File: src/rtl/stencil_feeder_pkg.sv
// Shared types and constants for the stencil stream feeder.
// The LFSR constants are only used when STENCIL_FEEDER_LFSR_EN is defined.
package stencil_feeder_pkg;

    typedef enum logic [1:0] {
        IDLE = 2'd0,
        RUN  = 2'd1,
        DONE = 2'd2
    } feeder_state_t;

    localparam logic [15:0] LFSR_SEED = 16'hACE1;

    // x^16+x^14+x^13+x^11+1 as feedback taps of a right-shifting register
    localparam logic [15:0] LFSR_TAPS = 16'h002D;

    function automatic logic [15:0] lfsr_next(input logic [15:0] s);
        return {^(s & LFSR_TAPS), s[15:1]};
    endfunction

endpackage

File: src/rtl/stencil_stream_feeder_if.sv
// Host word stream plus accelerator pull port of one stencil feeder.
// master = environment (host and accelerator), slave = the feeder.
interface stencil_stream_feeder_if #(
    parameter int DATA_W = 16
);
    logic              in_valid;
    logic [DATA_W-1:0] in_data;
    logic              in_ready;
    logic              read_en;
    logic [DATA_W-1:0] read;

    modport master (
        output in_valid, in_data, read_en,
        input  in_ready, read
    );

    modport slave (
        input  in_valid, in_data, read_en,
        output in_ready, read
    );
endinterface

File: src/rtl/stencil_feeder_fifo.sv
// Power-of-two FIFO with synchronous clear, occupancy counter and registered head.
// Push when full and pop when empty are ignored.
module stencil_feeder_fifo #(
    parameter int DATA_W = 16,
    parameter int DEPTH  = 8
) (
    input  logic              clk,
    input  logic              clear,
    input  logic              push,
    input  logic              pop,
    input  logic [DATA_W-1:0] wdata,
    output logic              full,
    output logic              empty,
    output logic [DATA_W-1:0] head
);
    localparam int AW = $clog2(DEPTH);

    logic [DATA_W-1:0] mem [DEPTH];
    logic [AW-1:0]     wr_ptr;
    logic [AW-1:0]     rd_ptr;
    logic [AW:0]       count;
    logic              do_push;
    logic              do_pop;

    assign do_push = push && !full;
    assign do_pop  = pop && !empty;
    assign full    = (count == (AW+1)'(DEPTH));
    assign empty   = (count == '0);
    assign head    = mem[rd_ptr];

    // NOTE: sequential state uses non-blocking assignments so every register samples pre-edge values.
    always_ff @(posedge clk) begin
        if (clear) begin
            wr_ptr <= '0;
            rd_ptr <= '0;
            count  <= '0;
        end else begin
            if (do_push) wr_ptr <= wr_ptr + 1'b1;
            if (do_pop)  rd_ptr <= rd_ptr + 1'b1;
            case ({do_push, do_pop})
                2'b10:   count <= count + 1'b1;
                2'b01:   count <= count - 1'b1;
                default: count <= count;
            endcase
        end
    end

    // NOTE: storage is not reset; empty masks stale entries, so clearing it buys nothing.
    always_ff @(posedge clk) begin
        if (do_push) mem[wr_ptr] <= wdata;
    end

endmodule

File: src/rtl/stencil_stream_feeder.sv
// Pull-port responder: buffers host words, serves one word per read_en, counts a tile.
// rst_n is synchronous ACTIVE-HIGH. Optional STENCIL_FEEDER_LFSR_EN adds an internal LFSR source.
module stencil_stream_feeder
    import stencil_feeder_pkg::*;
#(
    parameter int DATA_W = 16,
    parameter int DEPTH  = 8,
    parameter int CNT_W  = 32
) (
    input  logic                    clk,
    input  logic                    rst_n,
    input  logic                    flush,
    input  logic                    start,
    input  logic [CNT_W-1:0]        cfg_total,
`ifdef STENCIL_FEEDER_LFSR_EN
    input  logic                    lfsr_mode,
`endif
    stencil_stream_feeder_if.slave  bus,
    output logic                    busy,
    output logic                    done,
    output logic                    underrun,
    output logic [CNT_W-1:0]        consumed
);
    feeder_state_t     state;
    feeder_state_t     state_next;
    logic [CNT_W-1:0]  total;
    logic [CNT_W-1:0]  accepted;
    logic [CNT_W-1:0]  consumed_q;
    logic              underrun_q;

    logic              full;
    logic              empty;
    logic [DATA_W-1:0] head;
    logic              start_ok;
    logic              clear_fifo;
    logic              room;
    logic              host_en;
    logic              host_push;
    logic              push;
    logic [DATA_W-1:0] push_data;
    logic              pop;
    logic              in_ready;

    assign start_ok   = start && (state == IDLE || state == DONE);
    assign clear_fifo = rst_n || flush || start_ok;
    assign room       = !full && (accepted < total);
    assign in_ready   = (state == RUN) && room && host_en;
    assign host_push  = bus.in_valid && in_ready;
    assign pop        = bus.read_en && !empty && (state == RUN);

`ifdef STENCIL_FEEDER_LFSR_EN
    logic [15:0] lfsr;
    logic        lfsr_push;

    assign host_en   = !lfsr_mode;
    assign lfsr_push = lfsr_mode && (state == RUN) && room;
    assign push      = host_push || lfsr_push;
    assign push_data = lfsr_push ? DATA_W'(lfsr) : bus.in_data;

    always_ff @(posedge clk) begin
        if (rst_n || flush || start_ok) lfsr <= LFSR_SEED;
        else if (lfsr_push)             lfsr <= lfsr_next(lfsr);
    end
`else
    assign host_en   = 1'b1;
    assign push      = host_push;
    assign push_data = bus.in_data;
`endif

    stencil_feeder_fifo #(
        .DATA_W (DATA_W),
        .DEPTH  (DEPTH)
    ) u_fifo (
        .clk   (clk),
        .clear (clear_fifo),
        .push  (push),
        .pop   (pop),
        .wdata (push_data),
        .full  (full),
        .empty (empty),
        .head  (head)
    );

    always_ff @(posedge clk) begin
        if (rst_n || flush) state <= IDLE;
        else                state <= state_next;
    end

    // NOTE: defaults first in always_comb so no path leaves state_next unassigned (no latch).
    always_comb begin
        state_next = state;
        case (state)
            IDLE, DONE: if (start) state_next = (cfg_total == '0) ? DONE : RUN;
            RUN:        if (pop && (consumed_q + 1'b1 == total)) state_next = DONE;
            default:    state_next = IDLE;
        endcase
    end

    always_ff @(posedge clk) begin
        if (rst_n) begin
            total      <= '0;
            accepted   <= '0;
            consumed_q <= '0;
            underrun_q <= 1'b0;
        end else if (flush) begin
            total      <= '0;
            accepted   <= '0;
            consumed_q <= '0;
        end else begin
            if (start_ok) begin
                total      <= cfg_total;
                accepted   <= '0;
                consumed_q <= '0;
            end else begin
                if (push) accepted   <= accepted + 1'b1;
                if (pop)  consumed_q <= consumed_q + 1'b1;
            end
            // an empty-FIFO read in the start cycle still counts as an underrun
            if (bus.read_en && empty) underrun_q <= 1'b1;
            else if (start_ok)        underrun_q <= 1'b0;
        end
    end

    assign bus.in_ready = in_ready;
    assign bus.read     = empty ? '0 : head;
    assign busy         = (state == RUN);
    assign done         = (state == DONE);
    assign underrun     = underrun_q;
    assign consumed     = consumed_q;

endmodule

File: src/flat_wrapper.sv
// flat-port wrapper written by rule: the top's interface ports become plain ports
module stencil_stream_feeder_flat import stencil_feeder_pkg::*;
#(
    parameter int DATA_W = 16,
    parameter int DEPTH  = 8,
    parameter int CNT_W  = 32
)
  (clk, rst_n, flush, start, cfg_total, busy, done, underrun, consumed, bus_in_valid, bus_in_data, bus_read_en, bus_in_ready, bus_read);
  stencil_stream_feeder_if #(.DATA_W(DATA_W)) bus_i ();
  input  logic clk;
  input  logic rst_n;
  input  logic flush;
  input  logic start;
  input  logic [CNT_W-1:0] cfg_total;
  output logic busy;
  output logic done;
  output logic underrun;
  output logic [CNT_W-1:0] consumed;
  input wire logic [$bits(bus_i.in_valid)-1:0] bus_in_valid;
  input wire logic [$bits(bus_i.in_data)-1:0] bus_in_data;
  input wire logic [$bits(bus_i.read_en)-1:0] bus_read_en;
  output wire logic [$bits(bus_i.in_ready)-1:0] bus_in_ready;
  output wire logic [$bits(bus_i.read)-1:0] bus_read;
  assign bus_i.in_valid = bus_in_valid;
  assign bus_i.in_data = bus_in_data;
  assign bus_i.read_en = bus_read_en;
  assign bus_in_ready = bus_i.in_ready;
  assign bus_read = bus_i.read;
  stencil_stream_feeder #(.DATA_W(DATA_W), .DEPTH(DEPTH), .CNT_W(CNT_W)) u_core (.clk(clk), .rst_n(rst_n), .flush(flush), .start(start), .cfg_total(cfg_total), .bus(bus_i), .busy(busy), .done(done), .underrun(underrun), .consumed(consumed));
endmodule
File: config.mk
export PLATFORM = sky130hd
export DESIGN_NAME = stencil_stream_feeder_flat
export DESIGN_NICKNAME = d
export VERILOG_FILES = /design/src/rtl/stencil_feeder_pkg.sv /design/src/rtl/stencil_stream_feeder_if.sv /design/src/rtl/stencil_feeder_fifo.sv /design/src/rtl/stencil_stream_feeder.sv /design/src/flat_wrapper.sv
export SDC_FILE = /design/constraint.sdc
export NUM_CORES = 1
export LEC_CHECK = 0
export ABC_CLOCK_PERIOD_IN_PS = 4800
export BUFFER_PORTS_ARGS = -buffer_cell sky130_fd_sc_hd__buf_2
export CAP_MARGIN = 25
export CORE_MARGIN = 2
export CORE_UTILIZATION = 51
export DETAILED_ROUTE_END_ITERATION = 16
export HOLD_SLACK_MARGIN = 0.08
export PLACE_DENSITY = 0.71
export SETUP_SLACK_MARGIN = 0.1
export SYNTH_ARGS = -nofsm -noshare
export SYNTH_HDL_FRONTEND = slang
export SYNTH_SLANG_ARGS = --single-unit
File: constraint.sdc
create_clock -name clk -period 4.8 [get_ports clk]
set_input_delay 0 -clock clk [delete_from_list [all_inputs] [get_ports clk]]
set_output_delay 0 -clock clk [all_outputs]
set_load 0.005 [all_outputs]
**Word level (Yosys, flattened, before mapping)**

Memory sizes are Yosys's and may differ from the RTL's. A register that Yosys moved wholly into a read port is not among the register bits.
Cells that the tools add are included.
Widths: inputs -> output; s select.

- Flip-flop bits (word level): 109
- Bits in writable memories: 128
- Input port bits: 54
- Output and inout port bits: 52
- Word-level logic and storage cells: 62
- Memories: 1

- Add/subtract/negate cells: 6
- Order comparisons: 1
- Equality and inequality tests: 8
- Multiplexer cells: 12
- Bitwise gates (word level): 1
- Reduce and logical (&&, ||, !) cells: 25

Memories:

| memory | words | bits a word | rd ports | clocked after memory_dff | write ports | line | source |
|---|---|---|---|---|---|---|---|
| u_core.u_fifo.mem | 8 | 16 | 1 | 1 | 1 | stencil_feeder_fifo.sv:18 | `logic [DATA_W-1:0] mem [DEPTH];` |

Operators by type and width:

| cell | number |
|---|---|
| $add 32x1->32 const B | 2 |
| $eq 32x32->1 | 1 |
| $logic_not 32->1 | 1 |
| $lt 32x32->1 | 1 |
| $mux 16 | 1 |
| $logic_and 1x1->1 | 10 |
| $pmux 4 s2 | 1 |
| $add 3x1->3 const B | 2 |
| $mux 2 | 3 |
| $mux 3 | 2 |
| $add 4x1->4 const B | 1 |
| $eq 2x1->1 const B | 2 |
| $eq 2x2->1 const B | 2 |
| $eq 4x4->1 const B | 1 |
| $logic_not 4->1 | 1 |
| $mux 1 | 4 |
| $pmux 2 s2 | 1 |
| $reduce_and 2->1 | 2 |
| $reduce_bool 2->1 | 2 |
| $reduce_or 2->1 | 2 |
| $sub 4x1->4 const B | 1 |
| $logic_or 1x1->1 | 3 |
| $reduce_or 3->1 | 1 |
| $logic_not 1->1 | 2 |
| 4 further kinds | 4 |

**Longest topological paths before layout**

- Word-level depth: 8
- Mapped depth: 19
- Mapped depth without buffers: 16

**Hierarchy**

From an unflattened synthesis, not the netlist that was laid out.

- Cells, all modules: 1063
- Area total of the unflattened synthesis: 11792.6 µm²

By module, submodules not included:

| module | times used | cells each | area an instance (µm²) | sequential area each (µm²) |
|---|---|---|---|---|
| stencil_stream_feeder | 1 | 804 | 6276.0 | 1981.9 |
| stencil_feeder_fifo | 1 | 259 | 5516.5 | 4103.9 |

**Worst setup path before layout**

No wires, ideal clock.

- Path type: reg2reg
- Start point: register u_core.total[6]
- End point: memory u_core.u_fifo.mem[1][0] (enable)
- Setup time: 0.436 ns
- Arrival time: 4.222 ns
- Data required time: 4.364 ns
- Slack: 0.142 ns
- Stages on the path, launching flop included: 14
- Path buffers: 3
- Period minus slack after synthesis: 4.658 ns
- Cell sequence: dfxtp_1 -> inv_1 -> ha_1 -> a21o_1 -> a211oi_1 -> o21ai_0 -> and3b_1 -> o211ai_2 -> and3_1 -> buf_2 -> inv_1 -> clkbuf_1 -> clkbuf_1 -> nor4b_1

- Longest elaborated chain between the ends: 7

Ends and longest elaborated chain:

| what | line | source |
|---|---|---|
| start: declaration | stencil_stream_feeder.sv:26 | `logic [CNT_W-1:0] total;` |
| start signal: assignment | stencil_stream_feeder.sv:111 | `total <= cfg_total;` |
| $lt 32x32->1 | stencil_stream_feeder.sv:46 | `assign room = !full && (accepted < total);` |
| $logic_and 1x1->1 | stencil_stream_feeder.sv:46 |  |
| $logic_and 1x1->1 | stencil_stream_feeder.sv:47 | `assign in_ready = (state == RUN) && room && host_en;` |
| $logic_and 1x1->1 | stencil_stream_feeder.sv:48 | `assign host_push = bus.in_valid && in_ready;` |
| $logic_and 1x1->1 | stencil_feeder_fifo.sv:25 | `assign do_push = push && !full;` |
| $mux 1 | stencil_feeder_fifo.sv:50 | `if (do_push) mem[wr_ptr] <= wdata;` |
| $mux 1 (implied by the code) | stencil_feeder_fifo.sv:50 |  |
| end: declaration | stencil_feeder_fifo.sv:18 |  |

Every way passes these cells.

**Worst setup path after layout**

- Start point: register u_core.total[6]
- End point: register u_core.u_fifo.count[3]

- Longest elaborated chain between the ends: 7
- Elaborated cells on any way between the ends: 9
- Classes of those cells: order compare (1); eq/ne (2); mux (1); reduce/logical (5)

Ends and longest elaborated chain:

| what | line | source |
|---|---|---|
| $lt 32x32->1 (*) | stencil_stream_feeder.sv:46 |  |
| $logic_and 1x1->1 (*) | stencil_stream_feeder.sv:46 |  |
| $logic_and 1x1->1 (*) | stencil_stream_feeder.sv:47 |  |
| $logic_and 1x1->1 (*) | stencil_stream_feeder.sv:48 |  |
| $logic_and 1x1->1 (*) | stencil_feeder_fifo.sv:25 |  |
| $eq 2x1->1 / $eq 2x2->1 (equally long branches) | stencil_feeder_fifo.sv:40 | `case ({do_push, do_pop})` |
| $pmux 4 s2 / $reduce_bool 2->1 (equally long branches) | -- |  |
| end signal: assignment | stencil_feeder_fifo.sv:41 | `2'b10: count <= count + 1'b1;` |
| end signal: assignment | stencil_feeder_fifo.sv:42 | `2'b01: count <= count - 1'b1;` |
| end signal: assignment | stencil_feeder_fifo.sv:43 | `default: count <= count;` |
| end: declaration | stencil_feeder_fifo.sv:21 | `logic [AW:0] count;` |

Mark *: on every way between the ends. The rest lies on a longest branch, timed or not.
A chain may end at the register's enable or synchronous reset.

==> key figures <==
Cells and area
  • Ratio of cells with drive above 1 in the final layout: 0.167
  • Area occupied by multi-input gates: 5170 µm²
  • Finished Layout Cells: between 1500 and 2000
  • Final core occ: 0.626
  • Area Growth Syn to Fin: 21.2%
  • Reg area: 6090 µm²
  • ANT cells: 0
  • Final instance area: about 14000 µm²
  • Final #Nets: 1351
  • # fillers: 1777

Placement
  • Post-place instance area: 12500 µm²
  • PortBufs: 105
  • Post-DP HPWL: 19000 µm
  • GP Congestion: between 0.9 and 1
  • Placed insts: 1431

Yosys
  • Top_reg_cell synth: edfxtp_1
  • Post-synth EDFFs: roughly 130
  • Ys async rst share: 0
  • Yosys cell types: 61
  • Register bit count reported by yosys: 240
  • Syn avg cell area: roughly 11 µm²
  • Mapped Cells: 1082
  • Post-synthesis sequential area ratio: 0.524
  • Post-Syn Nets: between 1000 and 1500
  • Area share of fa/ha/maj cells after synthesis: 0.0426
  • Syn. warnings: 0
  • Post-Syn Area: 11600 µm²
  • Mux cell area share after synthesis: 0.0812
  • Xor/xnor share of the synthesized area: 0.0573
  • Largest family of logic cells by synthesized area: simple AND/OR/NAND/NOR gates
  • Post-Synth Simple-Gate Area: 0.167
  • Synth Area in Compound Gates: 0.0919

Global routing
  • Gr ovfl total: 0
  • Number of global-route vias before repair: 8871
  • Antenna violations before repair: 1
  • GRT Util Overall: 0.240
  • Largest net degree at the start of global routing: 40
  • First-pass GRT wire length: about 46000 µm

Clock network
  • CTS buffer count: 25
  • Clock sinks: 240
  • Post_cts resized: 0
  • # H-tree levels: 1
  • Reg clk slew, reported paths: 60 ps
  • CTS root buffer: clkbuf_16
  • Clk buf depth: 3
  • TritonCTS clock tree: built
  • Skew-Pair Late Insertion Delay: 520 ps
  • Post-CTS Setup Bufs: 0

Worst setup path
  • CP startpoint kind: flop
  • Worst setup EP type: flop
  • WS Path Type: flop to flop
  • Critical path data arrival time: 4400 ps
  • Crit Path Max Fanout: 9
  • CP required: 5250 ps

Die
  • Die height: 155 µm
  • Num rows: 55
  • Die area: 24000 µm²
  • Die width: 155 µm
  • Initial core utilization: 0.516
  • CORE AREA: 22500 µm²
  • I/O pin count: around 110

Routing
  • First-pass DRT Iterations: 5
  • DR DRC count: 0
  • Post-Route WL: between 20000 and 30000 µm
  • Vias post-DR: 9047
  • Routed vias/inst: 5.80
  • Detail Route Antenna Nets: 0
  • WL/cell: 18.5 µm
  • Initial DRC Count: 677

STA
  • Hold Fails Final Rpt: 0
  • Period utilization: 0.822
  • RSZ-0062 raised after global routing: false
  • Worst clock skew: 16.0 ps
  • Slew HR: 0.432
  • Tmin final: roughly 3900 ps
  • Final setup vio count: 0
  • Highest Clock Rate: 253 MHz
  • Setup_tns: 0 ps
  • Worst slew pin tran: 849 ps
  • Pins Over Slew Limit: 0

Min path
  • Hold Path Class: input port to flop

Pwr
  • Leakage: 5.04 nW
  • Cell Pwr Density: 299 nW/µm²
  • Worst vdd ir: 0.267 mV
  • Tot Pwr: between 4 and 5 mW

Run
  • MaxCap Viol Count: 0

Outcome
  • Status: completed
-- layout by cell type (no fill, tap or decap), types with 4 or more instances in the layout --
| master | synthesis | layout |
|---|---|---|
| nor3_1 | 19 | 16 |
| xor2_1 | 42 | 42 |
| mux2i_1 | 20 | 20 |
| nand3_1 | 29 | 29 |
| xnor2_1 | 34 | 34 |
| clkbuf_16 | 0 | 25 |
| a21o_1 | 11 | 11 |
| inv_1 | 50 | 50 |
| o31ai_1 | 11 | 11 |
| or3_1 | 23 | 23 |
| nand3b_1 | 4 | 4 |
| a211oi_1 | 6 | 6 |
| dlygate4sd3_1 | 0 | 85 |
| o21a_1 | 4 | 4 |
| or4_1 | 12 | 12 |
| nor2_1 | 86 | 85 |
| ha_1 | 38 | 38 |
| nor2b_1 | 6 | 6 |
| edfxtp_1 | 128 | 128 |
| a21oi_1 | 80 | 80 |
| dfxtp_1 | 112 | 111 |
| o211ai_1 | 4 | 4 |
| mux4_2 | 32 | 32 |
| buf_2 | 5 | 105 |
| nor4_1 | 24 | 21 |
| clkbuf_1 | 44 | 6 |
| nand4_1 | 38 | 38 |
| o21ai_0 | 30 | 30 |
| and4_1 | 6 | 6 |
| buf_4 | 0 | 16 |
| nand2_1 | 118 | 118 |
| and3_1 | 9 | 9 |
-- cells in the mapped netlist (all sizes together), types with 2 or more instances --
master	number	area (µm²)
or3	23	144
o2111ai	2	17.5
o21a	4	30.0
nor4b	3	26.3
nand2b	4	25.0
mux2	2	22.5
a21oi	80	400
o31a	2	17.5
nor4	24	150
nand2	118	443
o21bai	2	15.0
a21o	11	82.6
o221ai	2	17.5
nor2	86	323
or4	13	101
a211oi	6	45.0
ha	38	475
nand3	29	145
xnor2	34	298
nor3	19	95.1
xor2	42	368
o211ai	5	42.5
clkbuf	44	165
mux4	32	721
and3	9	56.3
and4	6	52.6
or2	5	31.3
mux2i	20	200
buf	14	66.3
o31ai	11	82.6
edfxtp	128	3840
a22oi	2	15.0
nand4	39	259
dfxtp	112	2240
nor2b	6	37.5
nand3b	4	30.0
o21ai	30	150
a31oi	3	18.8
inv	50	188
o32ai	2	17.5
and2	2	12.5
-- where the power goes --
part	internal (mW)	leakage, nW	total (mW)	switching [mW]
clock	1.01	0.359	1.81	0.792
combinational	0.0979	2.62	0.219	0.121
sequential	2.17	2.06	2.19	0.0130
total	3.28	5.04	4.21	0.926
-- final timing paths --
| check | startpoint | end | slack (ps) | cells past startpoint |
|---|---|---|---|---|
| setup / recovery | u_core.total[6]$_SDFFE_PP0P_ | u_core.u_fifo.count[3]$_SDFFE_PP0P_ | 850 | 16 |
| hold / removal | bus_in_data[4] | u_core.u_fifo.mem[3][4]$_DFFE_PP_ | 290 | 2 |
| setup reg to reg | u_core.total[6]$_SDFFE_PP0P_ | u_core.u_fifo.count[3]$_SDFFE_PP0P_ | 850 | 16 |
| hold reg to reg | u_core.u_fifo.rd_ptr[1]$_SDFFE_PP0P_ | u_core.u_fifo.rd_ptr[1]$_SDFFE_PP0P_ | 490 | 2 |
-- through the flow --
| stage | hold WS (ps) | setup slack [ps] |
|---|---|---|
| finish | 293 | 854 |
| detailed placement | 181 | 882 |
| global placement | 175 | 1070 |
| CTS | 270 | 871 |
| global route | 301 | 613 |
| floorplan | 69.1 | 142 |
-- layer usage --
metal / part of all wire / vias up / track usage
li1: - / 4332 / -
met1: 0.41 / 4326 / 0.304
met2: 0.51 / 317 / 0.430
met3: 0.058 / 70 / 0.0315
met4: 0.027 / 2 / 0.0723
met5: 0.00045 / - / 0
-- flip-flops by register name, indices dropped and copies added, names as in the netlist, 2 cells and up, named ones only --
| register | count |
|---|---|
| u_core.state | 2 |
| u_core.accepted | 32 |
| u_core.u_fifo.count | 4 |
| u_core.u_fifo.rd_ptr | 3 |
| u_core.consumed | 32 |
| u_core.u_fifo.wr_ptr | 3 |
| u_core.total | 32 |
| u_core.u_fifo.mem | 128 |
-- cell families after synthesis --
logic type	count (synthesis)
and+or+nand+nor	391
DFF	240
AOI/OAI and AO/OA	174
buffers and inverters	108
xor gates and xnor gates	76
muxes	54
adders and majority gates	39
-- timing repair --
action | CTS | global route
endpoints found under the hold margin | 169 | 0
hold buffers | 85 | 0
endpoints found under the setup margin | 0 | 0
-- worst max-delay path: stages (launching register included) --
cell and delay, ps:
dfxtp_1 370, inv_1 60, ha_1 280, a21o_1 200
a211oi_1 230, o21ai_0 120, and3b_1 220, o211ai_2 400
and3_1 480, inv_1 110, ha_1 250, ha_1 280
a21o_1 180, a21oi_1 170, xnor2_1 90, or3_1 300
a21oi_1 140
-- layout make-up --
class | instances | share of cell area
Sequential cell | 240 | 0.432
Clock buffer | 31 | 0.0460
Multi-Input combinational cell | 734 | 0.367
Inverter | 50 | 0.0133
Tap cell | 285 | 0.0253
Clock inverter | 14 | 0.00747
Timing Repair Buffer | 207 | 0.108
No activity file was read; power rests on OpenSTA's default activity.
